<file path="config.mk">
export PLATFORM = sky130hd
export DESIGN_NAME = mod_alu_seq
export DESIGN_NICKNAME = d
export VERILOG_FILES = /design/src/rtl/mod_alu_seq.sv
export SDC_FILE = /design/constraint.sdc
export NUM_CORES = 1
export LEC_CHECK = 0
export CAP_MARGIN = 20
export CORE_ASPECT_RATIO = 0.75
export CORE_UTILIZATION = 50
export CTS_CLUSTER_SIZE = 24
export DETAILED_ROUTE_END_ITERATION = 6
export DONT_BUFFER_PORTS = 1
export PLACE_DENSITY = 0.75
export SYNTH_ARGS = -nofsm -noshare
export SYNTH_HDL_FRONTEND = slang
export SYNTH_SLANG_ARGS = --single-unit
</file>
<file path="constraint.sdc">
create_clock -name clk -period 2.8 [get_ports clk]
set_clock_uncertainty 0.05 [all_clocks]
set_input_delay 0.84 -clock clk [delete_from_list [all_inputs] [get_ports clk]]
set_output_delay 0.84 -clock clk [all_outputs]
set_load 0.02 [all_outputs]
</file>
<file path="src/rtl/mod_alu_seq.sv">
// mod_alu_seq
// Command-level sequencer in front of a single-cycle datapath ALU.
// A command (opcode + two operands) is accepted over a valid/ready channel,
// executed on the external ALU, and the registered result and flags are
// returned over a valid/ready response channel. Opcode 10 (MUL) is built
// here as a shift-and-add loop that reuses the ALU adder, one partial
// product per cycle. This lets the control unit treat every operation as a
// single transaction.
//
// Ports
//   clk, rst         : clock, synchronous active-high reset
//   cmd_valid/ready  : command handshake; cmd_op, cmd_a, cmd_b carry the command
//   rsp_valid/ready  : response handshake; rsp_result plus flags
//                      rsp_cout (ADD carry / MUL overflow), rsp_neg (SUB a<b),
//                      rsp_zero (result == 0), rsp_err (illegal opcode)
//   alu_a/b/sel      : operands and select driven to the ALU
//   alu_result/cout/neg : ALU result and flags fed back
module mod_alu_seq #(
  parameter int width = 4
) (
  input  logic             clk,
  input  logic             rst,
  input  logic             cmd_valid,
  output logic             cmd_ready,
  input  logic [3:0]       cmd_op,
  input  logic [width-1:0] cmd_a,
  input  logic [width-1:0] cmd_b,
  output logic             rsp_valid,
  input  logic             rsp_ready,
  output logic [width-1:0] rsp_result,
  output logic             rsp_cout,
  output logic             rsp_neg,
  output logic             rsp_zero,
  output logic             rsp_err,
  output logic [width-1:0] alu_a,
  output logic [width-1:0] alu_b,
  output logic [3:0]       alu_sel,
  input  logic [width-1:0] alu_result,
  input  logic             alu_cout,
  input  logic             alu_neg
);

  localparam int CW = $clog2(width + 1);

  localparam logic [3:0] OP_ADD     = 4'd0;
  localparam logic [3:0] OP_SUB     = 4'd1;
  localparam logic [3:0] OP_LAST_ALU = 4'd9;
  localparam logic [3:0] OP_MUL     = 4'd10;

  typedef enum logic [1:0] {
    ST_IDLE = 2'd0,
    ST_EXEC = 2'd1,
    ST_MUL  = 2'd2,
    ST_DONE = 2'd3
  } state_t;

  state_t           state_r;
  logic             cmd_ready_r;
  logic             rsp_valid_r;
  logic [width-1:0] rsp_result_r;
  logic             rsp_cout_r;
  logic             rsp_neg_r;
  logic             rsp_zero_r;
  logic             rsp_err_r;
  // During MUL, alu_a_r doubles as the accumulator and alu_b_r as the
  // shifted multiplicand, so the ALU sees them directly from registers.
  logic [width-1:0] alu_a_r;
  logic [width-1:0] alu_b_r;
  logic [3:0]       alu_sel_r;
  logic [width-1:0] mplier_r;
  logic             ovf_r;
  logic [CW-1:0]    cnt_r;

  logic [width-1:0] mul_acc_s;
  logic             mul_ovf_s;

  function automatic logic is_zero(input logic [width-1:0] v);
    return (v == {width{1'b0}});
  endfunction

  // Next accumulator and overflow for one shift-and-add step. Overflow also
  // catches a multiplicand bit about to be shifted out while multiplier bits
  // that would still add it remain.
  always_comb begin
    mul_acc_s = alu_a_r;
    mul_ovf_s = ovf_r | (alu_b_r[width-1] & (|mplier_r[width-1:1]));
    if (mplier_r[0]) begin
      mul_acc_s = alu_result;
      mul_ovf_s = mul_ovf_s | alu_cout;
    end else begin
      mul_acc_s = alu_a_r;
    end
  end

  // Sequencer FSM with all outputs registered.
  always_ff @(posedge clk) begin
    if (rst) begin
      state_r      <= ST_IDLE;
      cmd_ready_r  <= 1'b1;
      rsp_valid_r  <= 1'b0;
      rsp_result_r <= {width{1'b0}};
      rsp_cout_r   <= 1'b0;
      rsp_neg_r    <= 1'b0;
      rsp_zero_r   <= 1'b0;
      rsp_err_r    <= 1'b0;
      alu_a_r      <= {width{1'b0}};
      alu_b_r      <= {width{1'b0}};
      alu_sel_r    <= 4'd0;
      mplier_r     <= {width{1'b0}};
      ovf_r        <= 1'b0;
      cnt_r        <= {CW{1'b0}};
    end else begin
      case (state_r)
        ST_IDLE: begin
          if (cmd_valid && cmd_ready_r) begin
            cmd_ready_r <= 1'b0;
            if (cmd_op <= OP_LAST_ALU) begin
              state_r   <= ST_EXEC;
              alu_a_r   <= cmd_a;
              alu_b_r   <= cmd_b;
              alu_sel_r <= cmd_op;
            end else if (cmd_op == OP_MUL) begin
              state_r   <= ST_MUL;
              alu_a_r   <= {width{1'b0}};
              alu_b_r   <= cmd_a;
              alu_sel_r <= OP_ADD;
              mplier_r  <= cmd_b;
              ovf_r     <= 1'b0;
              cnt_r     <= {CW{1'b0}};
            end else begin
              // Illegal opcode: answer immediately with err and a zero result.
              state_r      <= ST_DONE;
              rsp_valid_r  <= 1'b1;
              rsp_result_r <= {width{1'b0}};
              rsp_cout_r   <= 1'b0;
              rsp_neg_r    <= 1'b0;
              rsp_zero_r   <= 1'b1;
              rsp_err_r    <= 1'b1;
            end
          end else begin
            cmd_ready_r <= 1'b1;
          end
        end
        ST_EXEC: begin
          state_r      <= ST_DONE;
          rsp_valid_r  <= 1'b1;
          rsp_result_r <= alu_result;
          rsp_cout_r   <= (alu_sel_r == OP_ADD) & alu_cout;
          rsp_neg_r    <= (alu_sel_r == OP_SUB) & alu_neg;
          rsp_zero_r   <= is_zero(alu_result);
          rsp_err_r    <= 1'b0;
          alu_a_r      <= {width{1'b0}};
          alu_b_r      <= {width{1'b0}};
          alu_sel_r    <= 4'd0;
        end
        ST_MUL: begin
          ovf_r    <= mul_ovf_s;
          mplier_r <= mplier_r >> 1;
          cnt_r    <= cnt_r + CW'(1);
          if (cnt_r == CW'(width - 1)) begin
            state_r      <= ST_DONE;
            rsp_valid_r  <= 1'b1;
            rsp_result_r <= mul_acc_s;
            rsp_cout_r   <= mul_ovf_s;
            rsp_neg_r    <= 1'b0;
            rsp_zero_r   <= is_zero(mul_acc_s);
            rsp_err_r    <= 1'b0;
            alu_a_r      <= {width{1'b0}};
            alu_b_r      <= {width{1'b0}};
            alu_sel_r    <= 4'd0;
          end else begin
            alu_a_r <= mul_acc_s;
            alu_b_r <= alu_b_r << 1;
          end
        end
        ST_DONE: begin
          if (rsp_ready) begin
            state_r     <= ST_IDLE;
            rsp_valid_r <= 1'b0;
            cmd_ready_r <= 1'b1;
          end else begin
            rsp_valid_r <= 1'b1;
          end
        end
        default: begin
          state_r     <= ST_IDLE;
          cmd_ready_r <= 1'b1;
          rsp_valid_r <= 1'b0;
        end
      endcase
    end
  end

  assign cmd_ready  = cmd_ready_r;
  assign rsp_valid  = rsp_valid_r;
  assign rsp_result = rsp_result_r;
  assign rsp_cout   = rsp_cout_r;
  assign rsp_neg    = rsp_neg_r;
  assign rsp_zero   = rsp_zero_r;
  assign rsp_err    = rsp_err_r;
  assign alu_a      = alu_a_r;
  assign alu_b      = alu_b_r;
  assign alu_sel    = alu_sel_r;

endmodule

</file>
Word level (Yosys, flattened, before mapping)

Cells that the tools add are included.
W data, S select, Z words.

Flip-flop bits (word level): 32
Word-level logic and storage cells: 108
Output and inout port bits: 22
Bits of input ports: 22

Bitwise logic cells: 5
Eq/ne operators: 13
Reduce and logical (&&, ||, !) cells: 16
Mux-type cells: 58
Magnitude comparators: 1
$add $sub $neg: 1

Operators with widths:

| operator              | number |
|---|---|
| $mux W4               | 19 |
| $pmux W4 S3           | 4 |
| $mux W1               | 18 |
| $logic_not A4 Y1      | 3 |
| $ne A2 B2 Y1 const B  | 6 |
| $pmux W1 S3           | 4 |
| $reduce_and A4 Y1     | 3 |
| $mux W3               | 3 |
| $mux W2               | 4 |
| $pmux W2 S4           | 1 |
| $pmux W4 S2           | 1 |
| $pmux W3 S2           | 1 |
| $reduce_and A3 Y1     | 2 |
| $reduce_and A5 Y1     | 1 |
| $eq A2 B2 Y1 const B  | 2 |
| $eq A4 B1 Y1 const B  | 1 |
| $eq A4 B4 Y1 const B  | 1 |
| $le A4 B4 Y1 const B  | 1 |
| $pmux W1 S2           | 2 |
| $pmux W1 S4           | 1 |
| $reduce_bool A2 Y1    | 2 |
| $add A3 B1 Y3 const B | 1 |
| $and A1 B1 Y1         | 3 |
| $eq A3 B2 Y1 const B  | 1 |
| 8 further kinds       | 9 |

Logic depth before layout (Yosys ltp)

Depth in word-level cells: 7
Mapped depth: 8
Gate-level depth less buffers: 6

Worst setup path before layout

Ideal clock, no wire load.

Path kind: register to register
From: register state_r[0]
To: register alu_b_r[1], in the netlist alu_b[1]
Arrival time: 1779 ps
Library setup time: 119 ps
Stages on the path, launching flop included: 8
Period minus slack after synthesis: 1948 ps
Setup slack: 852 ps
Data required time: 2631 ps
Cells stage by stage: dfxtp_1 inv_1 ha_1 nor2b_1 clkbuf_1 or2_2 clkbuf_1 o221a_2

Longest elaborated chain between the ends: 3
Elaborated cells between the ends (all ways): 8
Classes of those cells: eq/ne (4); mux (1); reduce/logical (3)

RTL lines:

| what                                                        | RTL line | RTL |
|---|---|---|
| start: declaration                                          | 57       | `state_t state_r;` |
| start signal: assignment                                    | 98       | `state_r <= ST_IDLE;` |
| start signal: assignment                                    | 118      | `state_r <= ST_EXEC;` |
| start signal: assignment                                    | 123      | `state_r <= ST_MUL;` |
| $logic_not A2 Y1, or another cell as far along              | 113      | `case (state_r)` |
| $ne A3 B3 Y1 (no source line), or another cell as far along | --       |  |
| $reduce_and A3 Y1 (no source line)                          | --       |  |
| end signal: assignment                                      | 107      | `alu_b_r <= {width{1'b0}};` |
| end signal: assignment                                      | 120      | `alu_b_r <= cmd_b;` |
| end signal: assignment                                      | 125      | `alu_b_r <= cmd_a;` |
| end: declaration                                            | 68       | `logic [width-1:0] alu_b_r;` |

Several ways; a longest one is shown, not always the timed one.
A chain may end at the register's enable or synchronous reset.

Worst setup path in the final report

From: register state_r[0]
To: register ovf_r

Longest elaborated chain between the ends: 3
Elaborated cells between the ends (all ways): 8
Classes of those cells: eq/ne (4); mux (1); reduce/logical (3)

RTL lines:

| what                                                                       | RTL line | RTL |
|---|---|---|
| $eq A2 B2 Y1 / $logic_not A2 Y1 (equally long branches)                    | 113      |  |
| $reduce_bool A2 Y1 (no source line) / $ne A2 B2 Y1 (equally long branches) | --       |  |
| $reduce_and A4 Y1 (no source line)                                         | --       |  |
| end signal: assignment                                                     | 157      | `ovf_r <= mul_ovf_s;` |
| end: declaration                                                           | 71       | `logic ovf_r;` |

Several ways; a longest one is shown, not always the timed one.

==> impl_metrics.tcl <==
set metrics [dict create \
    status "finished, final reports clean" \
    first_iter_violations 182 \
    grtUsageTotal_pct 24.3 \
    synth_fa_ha_area_share_pct 4.78 \
    drive_above_1_share_pct 10.9 \
    max_cap_viol_count 0 \
    cts_buffer_depth 2 \
    p_seq_share_pct 37.1 \
    yosys-mux-area-fraction_pct 10.0 \
    power_switching_w 0.000905 \
    pwr-share-comb_pct 44.3 \
    start_util_pct 53.8 \
    yosysSeqAreaShare_pct 35.0 \
    slew_violations 0 \
    wl_mm 4.65 \
    share_clk_of_total_power_pct 18.6 \
    clock_latency_ps 290 \
    max_slew_margin_pct 55.4 \
    synth_xor_area_share_pct 0 \
    hpwl_mm 3.35 \
    tightest_slew_ps 668 \
    min_period_over_period_pct 79.4 \
    dieArea_sq_um 3910 \
    setup_viol 0 \
    num_rows 18 \
    grt_start_max_net_pins 23 \
    worstSetupEndpointType "register" \
    fmax_ghz 0.450 \
    grt_pass1_vias 1395 \
    io_buffer_count 0 \
    post-cts-setup-buffers 0 \
    cts.sinks 32 \
    ctsHoldBuffers 0 \
    post_drt_wl_per_cell_microns 17.8 \
    synth_top_cell_by_area "dfxtp_1" \
    fin_crit_ps 2220 \
    cts_made_buffers 5 \
    place.gp.congestion 0.777 \
    fin_nets 239 \
    synth-edff-count 0 \
    hp-class "register to register" \
    post_drt_via_cell_ratio 6.28 \
    path_clk_slew_ps 70 \
    grt_pass1_wl_mm 6.91 \
    crit_type "register to register" \
    dp_cells 253 \
    core-area_sq_um 3400 \
    drc 0 \
    final_util_pct 57.0 \
    async_flop_share_pct 0 \
    synth-compound-area-share_pct 26.2 \
    synth_top_family_by_area "compound AO/OA/AOI/OAI gates" \
    swShare_pct 45.3 \
    cts_root_buf "clkbuf_8" \
    hold_viol_final 0 \
    antenna_found_initial 0 \
    die_h_microns 54.4 \
    dr.pass1.iters 4 \
    vias 1638 \
    die_w_microns 71.9 \
    synth_ff_type "dfxtp_1" \
    synth_commonest_cells "32 x dfxtp_1, 20 x nand2_1, 19 x a21oi_1" \
    cts.repair.resized 0 \
    cts_tree "yes" \
    ant_nets 0 \
    synth_cells 214 \
    syn_area_per_cell_sq_um 8.55 \
    ctsHtreeMaxLevel 2 \
    io_pins 44 \
    ys_warn_count 0 \
    syn_area_sq_um 1830 \
    instances_no_fill 261 \
    synth.most_common_cell "dfxtp_1" \
    peakVddDrop_mv 0.462 \
    fin_tns_setup_ps 0 \
    regToRegSetupSlack_ps 580 \
    netlist.area_leader.share_pct 35.0 \
    antenna_cells 0 \
    worst-endpoint-required_ps 2960 \
    area_delta_synth_final_pct 5.95 \
    grt-ovfl-total 0 \
    ys_seq_elements 32 \
    start_kind "register" \
    synth_area_leaders "dfxtp_1 35%, mux2i_1 8.2%, a21oi_1 5.2%, ha_1 4.8%, nand2_1 4.1%" \
    p_per_area_nw_per_um2 1030 \
    worstPathMaxFanout 11 \
    synthSimpleGateAreaFrac_pct 18.7 \
    synth_nets 243 \
    power_leakage_nw 0.719 \
    grt_setup_unrepaired "false" \
    worstPathArrival_ps 2380 \
    p_int_w 0.00110 \
    yosysUniqueCellTypes 45 \
]
[final cells by class]
class / count / area (sq um)
Sequential cell: 32 / 641
Multi-Input combinational cell: 161 / 1090
Clock buffer: 6 / 82.6
Clock inverter: 2 / 10.0
Fill cell: 302 / 1460
Timing Repair Buffer: 3 / 22.5
Tap cell: 50 / 62.6
Inverter: 7 / 26.3
[placed cells by master, fill, tap and decap left out, types with 2 or more instances in the layout]
cell,netlist,routed
o21a_1,2,2
nor2_1,17,17
a32oi_1,2,2
a211oi_1,6,6
a22o_1,2,2
inv_1,6,6
clkinv_2,0,2
nand3_1,11,11
a21oi_1,19,19
o32ai_1,2,2
nand4_1,4,4
nor3b_1,2,2
dfxtp_1,32,32
o221a_2,4,4
o31ai_1,10,10
mux2i_1,15,15
nor4_1,2,2
or3_1,2,2
o21ai_0,7,7
o22ai_1,2,2
ha_1,7,7
nand2_1,20,20
nor3_1,2,2
a21boi_1,2,2
a2bb2oi_1,2,2
mux2_2,3,3
clkbuf_8,0,6
nor2b_1,2,2
buf_4,1,3
[worst max-delay path, cell delays in order (launching register included)]
cell and delay, ps:
dfxtp_1 340, inv_1 110, ha_1 470, clkinv_1 370, o2bb2ai_2 440, a21oi_1 130
a211oi_1 220
[worst paths after layout]
path | startpoint | endpoint | depth (start not counted)
worst min register to register | cnt_r[2] | cnt_r[2] | 2
worst max-delay path | state_r[0] | ovf_r | 6
worst max register to register | state_r[0] | ovf_r | 6
worst min-delay path | cnt_r[2] | cnt_r[2] | 2
[power groups by stage]
stage | Clock, W | Sequential [W] | Combinational, W
floorplan | 0 | 0.000713 | 0.000731
global placement | 0 | 0.000747 | 0.000859
detailed placement | 0 | 0.000750 | 0.000865
CTS | 0.000380 | 0.000742 | 0.000869
global route | 0.000399 | 0.000755 | 0.000963
finish | 0.000372 | 0.000743 | 0.000886
[metrics by stage]
| stage | cell area, sq um | setup WS [ps] | power (W) | hold WS [ps] |
|---|---|---|---|---|
| finish | 1940 | 576 | 0.00200 | 403 |
| global route | 1940 | 350 | 0.00212 | 426 |
| CTS | 1940 | 590 | 0.00199 | 405 |
| detailed placement | 1850 | 615 | 0.00162 | 396 |
| global placement | 1850 | 700 | 0.00161 | 388 |
| floorplan | 1830 | 852 | 0.00144 | 382 |
[layer usage]
layer / routed length [microns] / track usage (%)
met1: 2160 / 32.6
met2: 1990 / 34.3
met3: 420 / 9.02
met4: 82 / 12.4
met5: 0 / 0
[cells by family after synthesis]
| logic type | after synthesis |
|---|---|
| flops | 32 |
| simple gates | 69 |
| buf+inv | 21 |
| mux | 18 |
| compound gates | 67 |
| fa+ha+maj | 7 |
[registers in the layout, summed over array words and instances, names as in the netlist, 2 cells and up]
| name | cells |
|---|---|
| alu_b | 4 |
| alu_a | 4 |
| cnt_r | 3 |
| state_r | 2 |
| mplier_r | 4 |
| alu_sel | 4 |
| rsp_result | 4 |
No activity file was read; power rests on OpenSTA's default activity.
